<file path="src/rtl/temp_alarm_trigger_if.sv">
// Sample stream in, alarm/peak status out, between the sensor reader side
// and the temperature alarm trigger.
interface temp_alarm_trigger_if #(
  parameter int DATA_W = 13
);
  logic [DATA_W-1:0] temp_data;
  logic              temp_valid;
  logic              enable;
  logic              clear_peak;
  logic              alarm_pulse;
  logic              over_temp;
  logic [DATA_W-1:0] peak_temp;

  modport master (
    output temp_data, temp_valid, enable, clear_peak,
    input  alarm_pulse, over_temp, peak_temp
  );

  modport slave (
    input  temp_data, temp_valid, enable, clear_peak,
    output alarm_pulse, over_temp, peak_temp
  );
endinterface

</file>
<file path="src/rtl/temp_alarm_trigger.sv">
// Over-temperature alarm: signed threshold with N-sample confirmation,
// release hysteresis, pulse holdoff and a running peak tracker.
module temp_alarm_trigger #(
  parameter int          DATA_W    = 13,
  parameter int          HIGH_TH   = 480,
  parameter int          HYST      = 32,
  parameter int unsigned CONFIRM   = 3,
  parameter int unsigned SYS_FREQ  = 100000000,
  parameter int unsigned HOLDOFF_S = 20
) (
  input  logic                  clk,
  input  logic                  reset,
  temp_alarm_trigger_if.slave   bus
);

  localparam int HW = (CONFIRM > 1) ? $clog2(CONFIRM + 1) : 1;
  localparam logic [HW-1:0]     CONFIRM_C = HW'(CONFIRM);
  localparam logic [31:0]       HOLDOFF   = 32'(64'(SYS_FREQ) * 64'(HOLDOFF_S));
  localparam logic signed [31:0] HIGH_C   = 32'(HIGH_TH);
  localparam logic signed [31:0] REL_C    = 32'(HIGH_TH - HYST);
  localparam logic [DATA_W-1:0] PEAK_MIN  = {1'b1, {(DATA_W-1){1'b0}}};

  typedef enum logic [1:0] {
    S_NORMAL,
    S_CONFIRM,
    S_ALARMED
  } state_t;

  state_t            state_q, state_d;
  logic [HW-1:0]     hit_cnt_q, hit_cnt_d;
  logic [31:0]       holdoff_q;
  logic              alarm_pulse_q, over_temp_q;
  logic [DATA_W-1:0] peak_q;
  logic              fire, pulse_d, over_d;

  logic signed [31:0] sample_ext;
  logic               hit, rel;

  assign sample_ext = {{(32-DATA_W){bus.temp_data[DATA_W-1]}}, bus.temp_data};
  assign hit        = (sample_ext >= HIGH_C);
  assign rel        = (sample_ext <= REL_C);

  always_ff @(posedge clk or posedge reset) begin
    if (reset) begin
      state_q       <= S_NORMAL;
      hit_cnt_q     <= '0;
      holdoff_q     <= '0;
      alarm_pulse_q <= 1'b0;
      over_temp_q   <= 1'b0;
      peak_q        <= PEAK_MIN;
    end else begin
      state_q       <= state_d;
      hit_cnt_q     <= hit_cnt_d;
      alarm_pulse_q <= pulse_d;
      over_temp_q   <= over_d;
      if (pulse_d)
        holdoff_q <= HOLDOFF;
      else if (holdoff_q != '0)
        holdoff_q <= holdoff_q - 32'd1;
      // a sample arriving with clear_peak wins over the reset-to-minimum
      if (bus.temp_valid &&
          (bus.clear_peak || ($signed(bus.temp_data) > $signed(peak_q))))
        peak_q <= bus.temp_data;
      else if (bus.clear_peak)
        peak_q <= PEAK_MIN;
    end
  end

  always_comb begin
    state_d   = state_q;
    hit_cnt_d = hit_cnt_q;
    fire      = 1'b0;
    if (!bus.enable) begin
      state_d   = S_NORMAL;
      hit_cnt_d = '0;
    end else if (bus.temp_valid) begin
      case (state_q)
        S_NORMAL: begin
          if (hit) begin
            if (CONFIRM_C == HW'(1)) begin
              fire = 1'b1;
            end else begin
              state_d   = S_CONFIRM;
              hit_cnt_d = HW'(1);
            end
          end
        end
        S_CONFIRM: begin
          if (hit) begin
            if (hit_cnt_q + HW'(1) == CONFIRM_C)
              fire = 1'b1;
            else
              hit_cnt_d = hit_cnt_q + HW'(1);
          end else begin
            state_d   = S_NORMAL;
            hit_cnt_d = '0;
          end
        end
        S_ALARMED: begin
          if (rel)
            state_d = S_NORMAL;
        end
        default: begin
          state_d   = S_NORMAL;
          hit_cnt_d = '0;
        end
      endcase
    end
    if (fire) begin
      state_d   = S_ALARMED;
      hit_cnt_d = '0;
    end
  end

  // a confirmed alarm during holdoff still raises over_temp, just silently
  always_comb begin
    pulse_d = fire && (holdoff_q == '0);
    over_d  = (state_d == S_ALARMED);
  end

  assign bus.alarm_pulse = alarm_pulse_q;
  assign bus.over_temp   = over_temp_q;
  assign bus.peak_temp   = peak_q;

endmodule

</file>
<file path="src/flat_wrapper.sv">
// flat-port wrapper written by rule: the top's interface ports become plain ports
module temp_alarm_trigger_flat 
#(
  parameter int          DATA_W    = 13,
  parameter int          HIGH_TH   = 480,
  parameter int          HYST      = 32,
  parameter int unsigned CONFIRM   = 3,
  parameter int unsigned SYS_FREQ  = 100000000,
  parameter int unsigned HOLDOFF_S = 20
)
  (clk, reset, bus_temp_data, bus_temp_valid, bus_enable, bus_clear_peak, bus_alarm_pulse, bus_over_temp, bus_peak_temp);
  temp_alarm_trigger_if #(.DATA_W(DATA_W)) bus_i ();
  input  logic clk;
  input  logic reset;
  input wire logic [$bits(bus_i.temp_data)-1:0] bus_temp_data;
  input wire logic [$bits(bus_i.temp_valid)-1:0] bus_temp_valid;
  input wire logic [$bits(bus_i.enable)-1:0] bus_enable;
  input wire logic [$bits(bus_i.clear_peak)-1:0] bus_clear_peak;
  output wire logic [$bits(bus_i.alarm_pulse)-1:0] bus_alarm_pulse;
  output wire logic [$bits(bus_i.over_temp)-1:0] bus_over_temp;
  output wire logic [$bits(bus_i.peak_temp)-1:0] bus_peak_temp;
  assign bus_i.temp_data = bus_temp_data;
  assign bus_i.temp_valid = bus_temp_valid;
  assign bus_i.enable = bus_enable;
  assign bus_i.clear_peak = bus_clear_peak;
  assign bus_alarm_pulse = bus_i.alarm_pulse;
  assign bus_over_temp = bus_i.over_temp;
  assign bus_peak_temp = bus_i.peak_temp;
  temp_alarm_trigger #(.DATA_W(DATA_W), .HIGH_TH(HIGH_TH), .HYST(HYST), .CONFIRM(CONFIRM), .SYS_FREQ(SYS_FREQ), .HOLDOFF_S(HOLDOFF_S)) u_core (.clk(clk), .reset(reset), .bus(bus_i));
endmodule
</file>
<file path="config.mk">
export PLATFORM = sky130hd
export DESIGN_NAME = temp_alarm_trigger_flat
export DESIGN_NICKNAME = d
export VERILOG_FILES = /design/src/rtl/temp_alarm_trigger_if.sv /design/src/rtl/temp_alarm_trigger.sv /design/src/flat_wrapper.sv
export SDC_FILE = /design/constraint.sdc
export NUM_CORES = 1
export LEC_CHECK = 0
export ABC_CLOCK_PERIOD_IN_PS = 2970
export BUFFER_PORTS_ARGS = -buffer_cell sky130_fd_sc_hd__buf_4
export CAP_MARGIN = 20
export CORE_ASPECT_RATIO = 1.75
export CORE_MARGIN = 2
export CORE_UTILIZATION = 60
export CTS_BUF_LIST = sky130_fd_sc_hd__clkbuf_4
export CTS_CLUSTER_DIAMETER = 150
export DETAILED_ROUTE_END_ITERATION = 6
export PLACE_DENSITY_LB_ADDON = 0.3
export SETUP_SLACK_MARGIN = 0.5
export SYNTH_ARGS = -nofsm -noshare
export SYNTH_HDL_FRONTEND = slang
export SYNTH_SLANG_ARGS = --single-unit
</file>
<file path="constraint.sdc">
create_clock -name clk -period 2.97 [get_ports clk]
set_input_delay 0.594 -clock clk [delete_from_list [all_inputs] [get_ports clk]]
set_output_delay 0.594 -clock clk [all_outputs]
set_load 0.05 [all_outputs]
</file>
[Yosys cells after proc, flatten, opt, wreduce, memory -nomap -nowiden]
Index checks and enable logic that the tools add are counted.
Cells by class
  add/subtract/negate cells: 2
  multipliers: 0
  divide/modulo/power cells: 0
  $lt $le $gt $ge: 3
  eq/ne operators: 8
  shifts and indexed selects: 0
  multiplexer cells: 23
  bitwise gates (word level): 0
  reduce and logical (&&, ||, !) cells: 9
Operator list (count)
  32-bit 2-to-1 mux: 2
  32-bit zero test: 1
  32-bit nonzero test: 1
  32-bit by 1-bit subtractor with 32-bit output, second input constant: 1
  13-bit 2-to-1 mux: 2
  2-bit 2-to-1 mux: 12
  13-bit by 10-bit greater-or-equal comparator with 1-bit output, second input constant: 1
  13-bit > comparator: 1
  13-bit by 10-bit less-or-equal comparator with 1-bit output, second input constant: 1
  2-bit case mux with 3 select lines: 2
  2-bit == test, second input constant: 3
  3-bit by 2-bit inequality test with 1-bit output, second input constant: 2
  1-bit 2-to-1 mux: 5
  5-bit by 4-bit inequality test with 1-bit output, second input constant: 1
  4-bit by 2-bit inequality test with 1-bit output, second input constant: 1
  4-bit AND reduction: 1
  2-bit nonzero test: 2
  2-bit by 1-bit adder with 2-bit output, second input constant: 1
  2-bit by 1-bit == test with 1-bit output, second input constant: 1
  1-bit logical AND: 2
  2-bit zero test: 1
  1-bit logical OR: 1
Storage, ports and cells
  register bits after elaboration: 51
  bits in latches: 0
  memory bits (writable): 0
  memory bits (read-only): 0
  output and inout bits: 15
  word-level logic and storage cells: 51
  memories: 0

[Longest topological paths before layout]
Gate-level depths: netlist of the first run.
  depth after elaboration: 9
  gate-level depth with buffers: 9
  gate-level depth less buffers: 7

[Worst setup path before layout of the first run]
No wires, ideal clock.
  path type: flip-flop to flip-flop
  from: register u_core.peak_q[12], in the netlist u_core.bus.peak_temp[12]
  to: register u_core.peak_q[0], in the netlist u_core.bus.peak_temp[0]
  library setup time: 0.067 ns
  data arrival time: 2.709 ns
  data required time: 2.903 ns
  path slack: 0.194 ns
  cell stages (with the launch flop): 8
  buffers on the path: 1
  period minus slack after synthesis: 2.776 ns
  path through: dfstp_2 > inv_1 > ha_1 > or4b_2 > a221o_1 > o21ai_0 > clkbuf_1 > a22o_1
On the way
  word-level cells in the longest chain between the ends: 4
RTL lines
  start, declared: line temp_alarm_trigger.sv:33  | logic [DATA_W-1:0] peak_q;
  start signal, assigned: line temp_alarm_trigger.sv:63  | peak_q <= bus.temp_data;
  13-bit > comparator (*): line temp_alarm_trigger.sv:62  | (bus.clear_peak || ($signed(bus.temp_data) > $signed(peak_q))))
  1-bit logical OR (*): line temp_alarm_trigger.sv:62
  1-bit logical AND (*): line temp_alarm_trigger.sv:61  | if (bus.temp_valid &&
  13-bit 2-to-1 mux / 2-bit nonzero test (equally long branches)
Mark *: on every way between the ends. The rest lies on a longest branch, timed or not.
A chain may end at the register's enable or synchronous reset.

[Final worst setup path of the first run]
  from: register u_core.holdoff_q[2]
  to: register u_core.holdoff_q[27]
On the way
  word-level cells in the longest chain between the ends: 3
RTL lines
  start, declared: line temp_alarm_trigger.sv:31  | logic [31:0] holdoff_q;
  start signal, assigned: line temp_alarm_trigger.sv:59  | holdoff_q <= holdoff_q - 32'd1;
  32-bit by 1-bit subtractor with 32-bit output / 32-bit zero test (equally long branches): line temp_alarm_trigger.sv:59, temp_alarm_trigger.sv:117
  32-bit 2-to-1 mux / 1-bit logical AND (equally long branches): line temp_alarm_trigger.sv:58, temp_alarm_trigger.sv:117
  32-bit 2-to-1 mux / 2-bit nonzero test (equally long branches)
Parallel ways exist; a longest one is shown, timed or not. The select of a mux whose other input is x is not followed.

==> results of run 1 <==
==> cells in the final DEF (no fill, tap or decap), types with 2 or more instances in the layout <==
master	count
mux2i_1	5
or4_4	5
a211oi_2	2
xor2_1	4
o31ai_1	2
nand4_1	4
a21o_1	3
dfrtp_1	50
nor2b_1	4
nand2_1	13
a22o_1	13
and4_1	2
or4_1	4
and2_1	2
nand2b_1	5
or2_2	3
xnor2_1	11
buf_6	2
nor2_1	15
a21boi_0	2
inv_1	19
clkbuf_4	6
inv_2	2
ha_1	14
a21oi_1	11
nor4_1	8
nor3_4	2
or3_1	3
mux2_2	3
nand3b_1	2
o21ai_0	13
nand3_1	10
and3_1	2
a211oi_1	3
buf_4	48
nor3_1	10
==> worst max-delay path, stage by stage (launching register included) <==
cell	delay (ns)
dfrtp_1	0.41
or4_4	0.55
or4_4	0.44
or4_4	0.50
a211oi_2	0.20
mux2_4	0.32
==> cell type report <==
cell class	instances	area, sq um
Inverter	21	78.83
Fill cell	330	1064
Clock buffer	6	45.04
Tap cell	51	63.81
Timing Repair Buffer	50	382.9
Sequential cell	51	1277
Clock inverter	2	12.51
Multi-Input combinational cell	201	1520
==> through the flow <==
| step | utilization [%] | instance area, sq um | cells | hold WS [ns] |
|---|---|---|---|---|
| 2_1_floorplan | - | 2846 | 279 | 0.4368 |
| 3_3_place_gp | 71.31 | 3169 | 363 | 0.4540 |
| 3_5_place_dp | 71.31 | 3169 | 363 | 0.4599 |
| 4_1_cts | 73.82 | 3281 | 375 | 0.1911 |
| 5_1_grt | 76.07 | 3381 | 382 | 0.2021 |
| 6_report | 76.07 | 3381 | 382 | 0.1867 |
==> cell families after synthesis <==
| logic type | count (synthesis) |
|---|---|
| AND/OR/NAND/NOR | 101 |
| AO/OA/AOI/OAI | 60 |
| flip-flops | 51 |
| buffers and inverters | 28 |
| XOR/XNOR | 15 |
| adder cells (fa/ha/maj) | 15 |
| multiplexers | 9 |
==> final timing paths <==
| path | start | end | slack, ns | depth (start not counted) |
|---|---|---|---|---|
| max in group asynchronous | reset | u_core.bus.peak_temp[12] | 1.99 | 3 |
| worst min-delay path | reset | u_core.holdoff_q[13] | 0.19 | 2 |
| min in group clk | bus_temp_data[0] | u_core.bus.peak_temp[0] | 0.44 | 2 |
| worst max-delay path | u_core.holdoff_q[2] | u_core.holdoff_q[27] | 0.46 | 5 |
| worst max register to register | u_core.holdoff_q[2] | u_core.holdoff_q[27] | 0.46 | 5 |
| worst min register to register | u_core.holdoff_q[5] | u_core.holdoff_q[5] | 0.49 | 1 |
==> registers in the layout, indices dropped and copies added, names as in the netlist <==
| signal | cells |
|---|---|
| u_core.holdoff_q | 32 |
| u_core.bus.peak_temp | 13 |
| u_core.hit_cnt_q | 2 |
| u_core.state_q | 2 |
| u_core.bus.alarm_pulse | 1 |
| u_core.bus.over_temp | 1 |
==> repair_timing <==
item,in CTS,in global routing
setup endpoints to repair,16,20
hold endpoints to repair,0,0
pin swaps,4,4
resized for setup,7,8
setup buffers,4,6
cloned,0,1
==> metal layers <==
| layer | vias up | part of all wire (%) |
|---|---|---|
| li1 | 1131 | - |
| met1 | 1170 | 37 |
| met2 | 81 | 55 |
| met3 | 19 | 4.1 |
| met4 | 0 | 3.7 |
| met5 | - | 0 |
==> report_power, final <==
| part | internal [mW] | total [mW] | switching, mW |
|---|---|---|---|
| clock network | 0.101 | 0.330 | 0.229 |
| registers | 0.722 | 0.746 | 0.0238 |
| logic | 0.115 | 0.313 | 0.198 |
| total | 0.938 | 1.39 | 0.451 |
==> run metrics, run 1 <==
leak pwr 1.467 nW; number of buffers added to fix hold violations after cts 0; clock tree from TritonCTS done; gp weighted congestion approximately 0.83; clock latency reported for the late side of the worst-skew pair 0.38 ns; power per cell area between 400 and 500 mW/mm^2; cell types with the highest counts after synthesis 50 x dfrtp_1, 21 x inv_1, 16 x nor2_1, 15 x ha_1, 14 x o21ai_0; commonest register cell after synthesis dfrtp_1; number of port buffers 32; RSZ-0062 raised after global routing yes; GRT Residual Overflow 0; portion of netlist area occupied by mux cells under 10%; Max-cap violations 0; Area Growth Syn to Fin 20.46%; flops & latches, synth just over 50; main area contributors after synthesis dfrtp_1 45%, ha_1 6.7%, a22o_1 4.1%, xnor2_1 3.4%, inv_1 2.8%; final antenna diode count 0; Net Count, Synth 312; layer carrying the most global-route usage met2; largest fanout of any net on the critical path 5; met1 Resource Use GR 28.30%; full die area roughly 0.0053 sq mm; status completed; post-synth design cell area roughly 0.0028 sq mm; post-synthesis cell count around 280; Sum Neg Setup Slack 0 ns; kind of start point of the critical path register; routed wirelength normalized by instance count about 17 um; post-synthesis sequential area ratio 45.52%; Final Setup Violations 0; clock tree skew after final layout 0.01046 ns; Starting DRT DRC Count 70; first-pass iteration count of the detailed router 4; pin count of the biggest net entering global routing 34; deepest clock path buffer count 2; number of top-level design ports 33; via count normalized by instance count about 6.3; number of buffers created by CTS 5; maximum VDD drop roughly 0.00038 V; die height between 90 and 100 um; Req. time, crit path about 3.3 ns; relative slew slack approximately three fifths; final wirelength about 6600 um; Overall Power between 1 and 1.5 mW; Initial Utilization a little over three fifths; fraction of final layout cells sized beyond drive strength 1 approximately a quarter; # DRC 0; CTS Root Cell clkbuf_4; count leader, synth dfrtp_1; type of destination of the critical path register; min Tclk post-route 2.510 ns; post-synth top area share around 45%; clock-pin slew of the registers on the worst-case setup and hold paths 0.15 ns; Post-synth EDFFs 0; final HPWL from detailed placement ~4800 um; Rows 32; met3 usage in global routing under 10%; Max Freq around 400 MHz; actual slew at the worst max-slew pin ~0.59 ns; final count of hold timing violations 0; vias in the first global route around 2500; max-slew violation count 0; library cells used by synthesis 49; async set-or-reset flop fraction in the synthesized netlist 100.0%; M2 GR Usage a little under half; total number of vias roughly 2400; H-tree lvl count 2; combinational family with the most area after synthesis simple AND/OR/NAND/NOR gates; critical path type register to register; data arrival at the endpoint of the critical path between 2 and 3 ns; final worst-path setup slack about 0.46 ns; classification of the worst-slack hold path input port to asynchronous set/reset pin; global-route wire length before repair around 11000 um; initial antenna violation count 0; simple-gate share of the synthesized area a little over a fifth; clk sink count 51; GRT Resource Usage Total about a quarter; post-synthesis share of cell area spent on full adders, half adders and majority gates ~6.7%; width of the die around 56 um; post-synthesis average cell area 10.06 sq um; standard cell core area around 0.0044 sq mm; most area-hungry cell type in the Yosys netlist dfrtp_1; final-stage net count between 300 and 400; number of nets still failing antenna checks after routing 0; post-synthesis share of cell area spent on xor and xnor gates ~4.7%; crit share post-route about 85%; total number of yosys warnings 0; share of the synthesized area in compound gates (AO/OA/AOI/OAI) 14.94%; DP Worst Slack between 0.1 and 0.15 ns
(Power assumes the default switching activity.)
==> inputs of run 2 (changes only) <==
--- a/config.mk
+++ b/config.mk
@@ -5,7 +5,7 @@
 export SDC_FILE = /design/constraint.sdc
 export NUM_CORES = 1
 export LEC_CHECK = 0
-export ABC_CLOCK_PERIOD_IN_PS = 2970
+export ABC_CLOCK_PERIOD_IN_PS = 2600
 export BUFFER_PORTS_ARGS = -buffer_cell sky130_fd_sc_hd__buf_4
 export CAP_MARGIN = 20
 export CORE_ASPECT_RATIO = 1.75
==> constraint.sdc (replaced) <==
create_clock -name clk -period 2.6 [get_ports clk]
set_input_delay 0.52 -clock clk [delete_from_list [all_inputs] [get_ports clk]]
set_output_delay 0.52 -clock clk [all_outputs]
set_load 0.05 [all_outputs]
==> run metrics, run 2 (synthesis results as in run 1) <==
number of buffers added to fix hold violations after cts 0; global-route wire length before repair 11610 um; kind of start point of the critical path register; final count of hold timing violations 0; data arrival at the endpoint of the critical path 2.82 ns; combined area of the multi-input logic cells approximately 0.0017 sq mm; deepest clock path buffer count 2; pin count of the biggest net entering global routing 22; clock tree skew after final layout between 0.015 and 0.02 ns; gp weighted congestion 0.8589; Max Freq around 390 MHz; Biggest register u_core.holdoff_q; clock tree from TritonCTS done; layout filler cell count 260; placed insts 378; Initial Utilization between 60% and 70%; vias in the first global route 2519; final cell count without fillers 402; fraction of final layout cells sized beyond drive strength 1 between 30% and 40%; Sum Neg Setup Slack 0 ns; max-slew violation count 0; first-pass iteration count of the detailed router 4; clk sink count 51; initial antenna violation count 0; r2r setup slk approximately 0.047 ns; RSZ-0062 raised after global routing yes; standard cell core area roughly 0.0044 sq mm; Rows 32; GRT Resource Usage Total approximately 29%; number of buffers created by CTS 5; status completed; die height 94.48 um; depth of the worst register-to-register path 5; maximum VDD drop 0.0004616 V; final wirelength around 7200 um; Reg-to-Reg End u_core.holdoff_q[27]; full die area between 0.005 and 0.006 sq mm; critical path type register to register; final antenna diode count 0; via count normalized by instance count between 6 and 7; number of port buffers 32; clock-pin slew of the registers on the worst-case setup and hold paths approximately 0.14 ns; final-stage net count between 300 and 400; relative slew slack 59.13%; classification of the worst-slack hold path input port to asynchronous set/reset pin; launching point of the worst reg2reg path u_core.holdoff_q[3]; width of the die 55.70 um; number of top-level design ports 33; total number of vias between 2000 and 3000; leak pwr roughly 1.6 nW; # DRC 0; Req. time, crit path about 2.9 ns; GRT Residual Overflow 0; max reg flops 32; final HPWL from detailed placement just under 5000 um; commonest cells after routing, fill and taps aside 65 x buf_4, 50 x dfrtp_1, 19 x inv_1, 14 x nor2_1; type of destination of the critical path register; Overall Power 1.580 mW; endpoint of the most critical setup path u_core.holdoff_q[27]; Area Growth Syn to Fin 31.70%; CTS Root Cell clkbuf_4; actual slew at the worst max-slew pin 0.6075 ns; crit share post-route a little over nine tenths; min Tclk post-route approximately 2.6 ns; Final Setup Violations 0; Starting DRT DRC Count approximately 120; power per cell area 427.5 mW/mm^2; start point of the critical path u_core.holdoff_q[3]; Sequential Area between 0.001 and 0.0015 sq mm; largest fanout of any net on the critical path 5; most common library cell in the layout ignoring fill and taps buf_4; clock latency reported for the late side of the worst-skew pair between 0.3 and 0.4 ns; Max-cap violations 0; number of nets still failing antenna checks after routing 0; routed wirelength normalized by instance count between 15 and 20 um; H-tree lvl count 2; smallest hold slack roughly 0.10 ns
==> run 2: where the power goes <==
| part | internal [mW] | switching (mW) |
|---|---|---|
| clock network | 0.113 | 0.234 |
| logic | 0.148 | 0.235 |
| registers | 0.825 | 0.0259 |
| total | 1.09 | 0.495 |
==> run 2: layout make-up <==
class	instances	share of cell area, %
Tap cell	51	1.726
Multi-Input combinational cell	201	45.40
Inverter	21	2.133
Clock inverter	2	0.2370
Clock buffer	6	1.219
Sequential cell	51	34.56
Timing Repair Buffer	70	14.73
==> run 2: through the flow <==
step                      util [%]  instance area, sq um  setup slack (ns)
after global routing         83.16                  3696         -0.003649
after CTS                    79.93                  3552           0.09503
final                        83.16                  3696           0.04738
after detailed placement     74.83                  3326           0.02521
after global placement       74.83                  3326           0.07125
after floorplan                  -                  2905          -0.04245
==> run 2: timing repair <==
action / CTS / global route
pin swaps: 6 / 11
gates resized for setup: 19 / 17
setup endpoints to repair: 45 / 46
setup buffers: 7 / 8
gates cloned: 1 / 0
==> run 2: how the worst min path moves through the flow <==
stage / start / endpoint / slack, ns
3_5_place_dp: u_core.holdoff_q[5] / u_core.holdoff_q[5] / 0.48
6_report: reset / u_core.holdoff_q[8] / 0.10
2_1_floorplan: u_core.holdoff_q[5] / u_core.holdoff_q[5] / 0.44
4_1_cts: reset / u_core.holdoff_q[8] / 0.10
5_1_grt: reset / u_core.hit_cnt_q[1] / 0.12
3_3_place_gp: u_core.holdoff_q[5] / u_core.holdoff_q[5] / 0.45
==> run 2: worst max-delay path: stages, from the launching register on <==
cell      delay [ns]
dfrtp_1         0.41
or4_4           0.54
or4_4           0.51
or4_4           0.49
a211oi_2        0.21
mux2_4          0.32
==> run 2: routing by layer <==
| metal | GRT usage, % | part of all wire [%] | vias up |
|---|---|---|---|
| li1 | - | - | 1177 |
| met1 | 29.96 | 37 | 1219 |
| met2 | 52.78 | 54 | 81 |
| met3 | 3.425 | 3.2 | 30 |
| met4 | 19.11 | 6.1 | 0 |
| met5 | 0 | 0 | - |
